[src/rtl/spi_master_cpha0.sv]
`default_nettype none
// ============================================================================
// Module      : spi_master_cpha0
// Description : Byte-oriented SPI master, mode 0 (CPOL=0, CPHA=0), MSB first.
//               Bytes arrive on a valid/ready handshake. tx_last closes the
//               frame; otherwise ssel stays low and the next byte is awaited.
// Revision    : 1.0 - initial release
// ----------------------------------------------------------------------------
// Parameters
//   CLK_DIV  : clk cycles per sck half-period (2..255)
//   IDLE_GAP : clk cycles ssel stays high after a frame (1..255)
// Ports
//   clk      : system clock, rising edge
//   rst_n    : asynchronous active-low reset
//   tx_data  : byte to transmit
//   tx_valid : tx_data / tx_last valid
//   tx_last  : release ssel after this byte
//   tx_ready : byte accepted when tx_valid is also high
//   rx_data  : byte received from miso
//   rx_valid : one-cycle strobe qualifying rx_data
//   busy     : state machine not idle
//   sck      : SPI clock (registered, idle low)
//   mosi     : serial data out (registered)
//   miso     : serial data in
//   ssel     : slave select, active low (registered)
// ============================================================================
module spi_master_cpha0 #(
    parameter int CLK_DIV  = 4,
    parameter int IDLE_GAP = 2
) (
    input  logic       clk,
    input  logic       rst_n,
    input  logic [7:0] tx_data,
    input  logic       tx_valid,
    input  logic       tx_last,
    output logic       tx_ready,
    output logic [7:0] rx_data,
    output logic       rx_valid,
    output logic       busy,
    output logic       sck,
    output logic       mosi,
    input  logic       miso,
    output logic       ssel
);

    typedef enum logic [2:0] {
        S_IDLE  = 3'd0,
        S_LEAD  = 3'd1,
        S_HIGH  = 3'd2,
        S_LOW   = 3'd3,
        S_NEXT  = 3'd4,
        S_TRAIL = 3'd5,
        S_GAP   = 3'd6
    } state_t;

    localparam logic [7:0] C_DIV_LAST = 8'(CLK_DIV - 1);
    localparam logic [7:0] C_GAP_LAST = 8'(IDLE_GAP - 1);

    state_t     r_state;
    logic [7:0] r_div;
    logic [2:0] r_bitcnt;
    logic [6:0] r_tx_shift;   // bits still to be sent; bit 7 goes straight to mosi
    logic [6:0] r_rx_shift;   // bits already received this byte
    logic       r_last;
    logic       r_sck;
    logic       r_mosi;
    logic       r_ssel;
    logic [7:0] r_rx_data;
    logic       r_rx_valid;

    logic       w_handshake;
    logic       w_div_done;
    logic [7:0] w_rx_next;

    assign tx_ready    = (r_state == S_IDLE) || (r_state == S_NEXT);
    assign busy        = (r_state != S_IDLE);
    assign w_handshake = tx_valid & tx_ready;
    assign w_div_done  = (r_div == C_DIV_LAST);
    assign w_rx_next   = {r_rx_shift, miso};

    assign sck      = r_sck;
    assign mosi     = r_mosi;
    assign ssel     = r_ssel;
    assign rx_data  = r_rx_data;
    assign rx_valid = r_rx_valid;

    always_ff @(posedge clk or negedge rst_n) begin
        if (!rst_n) begin
            r_state    <= S_IDLE;
            r_div      <= 8'd0;
            r_bitcnt   <= 3'd0;
            r_tx_shift <= 7'd0;
            r_rx_shift <= 7'd0;
            r_last     <= 1'b0;
            r_sck      <= 1'b0;
            r_mosi     <= 1'b0;
            r_ssel     <= 1'b1;
            r_rx_data  <= 8'd0;
            r_rx_valid <= 1'b0;
        end else begin
            r_rx_valid <= 1'b0;
            case (r_state)
                S_IDLE, S_NEXT: begin
                    r_sck <= 1'b0;
                    if (w_handshake) begin
                        r_tx_shift <= tx_data[6:0];
                        r_last     <= tx_last;
                        r_mosi     <= tx_data[7];
                        r_ssel     <= 1'b0;
                        r_div      <= 8'd0;
                        r_state    <= S_LEAD;
                    end
                end
                S_LEAD, S_LOW: begin
                    if (w_div_done) begin
                        r_div   <= 8'd0;
                        r_sck   <= 1'b1;
                        r_state <= S_HIGH;
                    end else begin
                        r_div <= r_div + 8'd1;
                    end
                end
                S_HIGH: begin
                    if (w_div_done) begin
                        // Sample as late as possible in the high phase so a
                        // slave with synchronizer latency has settled miso.
                        r_div      <= 8'd0;
                        r_sck      <= 1'b0;
                        r_rx_shift <= w_rx_next[6:0];
                        if (r_bitcnt != 3'd7) begin
                            r_bitcnt   <= r_bitcnt + 3'd1;
                            r_mosi     <= r_tx_shift[6];
                            r_tx_shift <= {r_tx_shift[5:0], 1'b0};
                            r_state    <= S_LOW;
                        end else begin
                            r_bitcnt   <= 3'd0;
                            r_rx_data  <= w_rx_next;
                            r_rx_valid <= 1'b1;
                            r_state    <= r_last ? S_TRAIL : S_NEXT;
                        end
                    end else begin
                        r_div <= r_div + 8'd1;
                    end
                end
                S_TRAIL: begin
                    if (w_div_done) begin
                        r_div   <= 8'd0;
                        r_ssel  <= 1'b1;
                        r_state <= S_GAP;
                    end else begin
                        r_div <= r_div + 8'd1;
                    end
                end
                S_GAP: begin
                    if (r_div == C_GAP_LAST) begin
                        r_div   <= 8'd0;
                        r_state <= S_IDLE;
                    end else begin
                        r_div <= r_div + 8'd1;
                    end
                end
                default: begin
                    r_state <= S_IDLE;
                end
            endcase
        end
    end

endmodule
`default_nettype wire

[config.mk]
export PLATFORM = sky130hd
export DESIGN_NAME = spi_master_cpha0
export DESIGN_NICKNAME = d
export VERILOG_FILES = /design/src/rtl/spi_master_cpha0.sv
export SDC_FILE = /design/constraint.sdc
export NUM_CORES = 1
export LEC_CHECK = 0
export CELL_PAD_IN_SITES_DETAIL_PLACEMENT = 1
export CELL_PAD_IN_SITES_GLOBAL_PLACEMENT = 1
export CORE_ASPECT_RATIO = 0.8
export CORE_UTILIZATION = 39
export CTS_CLUSTER_DIAMETER = 40
export DETAILED_ROUTE_END_ITERATION = 8
export HOLD_SLACK_MARGIN = 0.05
export PLACE_DENSITY_LB_ADDON = 0.1
export SLEW_MARGIN = 10
export SYNTH_ARGS = -nofsm -noshare
export SYNTH_HDL_FRONTEND = slang
export SYNTH_SLANG_ARGS = --single-unit
[constraint.sdc]
create_clock -name clk -period 1.8 [get_ports clk]
set_input_delay 0.36 -clock clk [delete_from_list [all_inputs] [get_ports clk]]
set_output_delay 0.36 -clock clk [all_outputs]
set_load 0.01 [all_outputs]
==> results.yml, run 1 <==
worst_setup_path:
  worst_setup_path_end_kind: "flop"
  slowest_delay_ps: 420
  crit_fanout: 7
  timing.critical_path.mode_cell: "ha_4"
  worstPathCellList: "ha_4, ha_4, nor3b_2, a41oi_2, nor2_4, buf_12, mux2_4"
  r2r-start: "r_bitcnt[0]"
  crit_slowest_cell: "dfrtp_1"
  worstPathArrival_ps: 2010
  startpoint_type: "flop"
  crit_type: "flop to flop"
  critPathRequiredTime_ps: 1980
  critical_path.startpoint: "r_bitcnt[0]"
final_layout:
  drive_above_1_share: 0.425
  final_net_count: 244
  area_delta_synth_final_pct: 41.0
  multiInputGateArea_sq_um: 1050
  finish.utilization: 0.593
  fillerInstances: 488
  ff_latch_area_sq_um: 1030
  diodes: 0
timing:
  worst_slack_ps: -37.1
  skew_ps: 7.20
  timing.final.crit_share: 1.02
  fmax_mhz: 544
  tns_ps: -212
  max_slew_margin: 0.690
  slew_violations: 0
  hold_violations: 0
  setup_violations: 7
  rsz0062_at_grt: "true"
  max_slew.worst_pin.slew_ps: 465
  period_needed_ps: 1840
synth:
  yosysSeqAreaShare: 0.513
  synth-compound-area-share: 0.112
  async_flop_share: 1.00
  synth-edff-count: 0
  synth_cells: 167
  synth-adder-area-share: 0.0250
  ys_top_cells_by_area: "dfrtp_1, mux2_2, ha_1, and3_1, o21ai_0"
  muxShareOfSynthArea: 0.191
  synth_xor_area_frac: 0
  synthSimpleGateAreaFrac: 0.131
  synth.distinct_cells: 41
  synth_top_area_share: 0.500
  synth_top_area_cell: "dfrtp_1"
  synth_fp_nets: 184
  yosysWarnings: 0
  synth_seq_cells: 41
  synthesis.area_sq_um: 2000
  synth_top_family_by_area: "multiplexers"
  syn_avg_cell_area_sq_um: 12.0
  ys.flop_type: "dfrtp_1"
die:
  coreArea_sq_um: 4760
  io_pins: 27
  initial_utilization: 0.421
  die_w_microns: 82.1
  std_cell_rows: 22
  dieArea_sq_um: 5430
  die_y_microns: 66.1
power_and_ir_drop:
  static-leakage-power_nw: 1.30
  p_total_mw: 3.54
  power.density_nw_per_um2: 1250
  ir_drop_v: 0.000705
route:
  first_iter_violations: 52
  num_vias: 1573
  via_per_inst: 5.46
  detail_route.drc_violations: 0
  dr.pass1.iters: 4
  ant_nets: 0
  wire_per_inst_microns: 17.7
  finalWirelength_microns: 5090
clock_tree:
  worstSkewPairLatency_ps: 290
  cts.sinks: 41
  cts-root-buf: "clkbuf_8"
  numCtsBuffers: 5
  cts_tree: "built"
  clkSlewWorstSetupHoldPaths_ps: 80
  htreeDepth: 2
  cts_max_path_buffers: 2
min_path:
  min-delay-start: "r_tx_shift[0]"
  hold_class: "flop to flop"
grt:
  globalRouteOverflowTotal: 0
  antenna_found_initial: 0
  grt_pass1_vias: 1678
  grt_max_degree: 21
  gr-usage-all-layers: 0.215
  grt_first_pass_wirelength_microns: 8570
run_status:
  status: "finished with violations"
  violations: "setup timing"
placed_design:
  dp_slack_ps: -186
  port_buffers: 26
  routabilityCongestion: 0.842
  hpwl_microns: 3740
job:
  drv_cap: 0
-- cell usage in the layout, fill, tap and decap left out, types with 2 or more instances in the layout --
cell	n
nor2b_1	3
nand2b_1	2
and3_1	5
a31oi_1	2
o22ai_1	2
ha_2	2
o41ai_2	2
dfrtp_1	40
mux2_2	26
clkdlybuf4s50_1	23
buf_4	28
nand2_1	9
nand3_1	4
clkbuf_8	6
a21oi_1	4
o21ai_0	5
o31ai_2	3
or2_2	2
ha_4	2
nor2_1	4
inv_1	8
buf_12	2
a22oi_1	2
mux2_4	7
-- kinds of logic (layout without fill, tap and decap cells) --
| group | Yosys count | after routing |
|---|---|---|
| buffers and inverters | 14 | 75 |
| DFF | 41 | 41 |
| AOI/OAI and AO/OA | 32 | 32 |
| muxes | 34 | 34 |
| and+or+nand+nor | 42 | 42 |
| adders and majority gates | 4 | 4 |
-- final timing paths --
kind | end | slack [ps] | cells past startpoint
setup / recovery | r_tx_shift[5] | -40 | 7
hold / removal | r_tx_shift[0] | 500 | 2
setup reg to reg | r_tx_shift[5] | -40 | 7
hold reg to reg | r_tx_shift[0] | 500 | 2
max in group asynchronous | r_rx_shift[1] | 680 | 3
min in group asynchronous | r_last | 560 | 2
-- Yosys cell counts, types with 3 or more instances --
library cell,count
inv_1,9
mux2_2,33
nor2b_1,3
dfrtp_1,40
clkbuf_1,4
nand2_1,9
ha_1,4
a21oi_1,4
and3_1,6
o21ai_0,7
nor2_1,4
o31ai_1,4
nand3_1,5
-- report_power, final --
group / switching, mW / internal (mW) / leakage, nW
sequential: 0.193 / 1.15 / 0.528
combinational: 0.649 / 0.776 / 0.716
clock: 0.315 / 0.452 / 0.0585
-- stage by stage --
stage	hold WS, ps	instances	instance area (sq um)
after global placement	330	274	2540
final	501	288	2830
after CTS	511	287	2770
after floorplan	64.4	167	2020
after detailed placement	342	274	2540
after global routing	533	288	2830
-- sequential cells by signal, summed over array words and instances, names as in the netlist --
signal / count
r_div: 8
rx_data: 8
r_rx_shift: 7
r_tx_shift: 7
r_bitcnt: 3
r_state: 3
mosi: 1
r_last: 1
rx_valid: 1
sck: 1
ssel: 1
-- worst max-delay path: cells and delay by family, from the launching register on --
family                   cells  cell delay (ps)
AO/OA/AOI/OAI                1              200
flip-flops                   1              420
buffers and inverters        1              140
AND/OR/NAND/NOR              2              330
adder cells (fa/ha/maj)      2              330
multiplexers                 1              300
-- per-layer routing --
metal	up-vias	GRT usage	routed length, microns	share of wire
met1	798	0.301	2410	0.47
met4	0	0.0614	58	0.011
met5	-	0	0	0
li1	733	-	-	-
met2	36	0.337	2410	0.47
met3	6	0.0400	206	0.040
-- repair_timing --
item	in CTS	in global routing
setup endpoints to repair	37	36
hold buffers	1	0
endpoints found under the hold margin	17	0
setup buffers	4	2
pin swaps	3	6
resized for setup	18	12
-- area by class of cell --
class / instances / area share
multi-input combinational: 112 / 0.371
clock buffer: 7 / 0.0306
clock inverter: 1 / 0.0106
tap: 60 / 0.0266
sequential: 41 / 0.364
timing repair buffer: 58 / 0.186
inverter: 9 / 0.0120
(Power assumes the default switching activity.)
==> run 2: changes to the inputs <==
Settings changed: CAP_MARGIN set to 20.
==> results of run 2 <==
The final DEF is identical to that of run 1; final timing and power are the same.
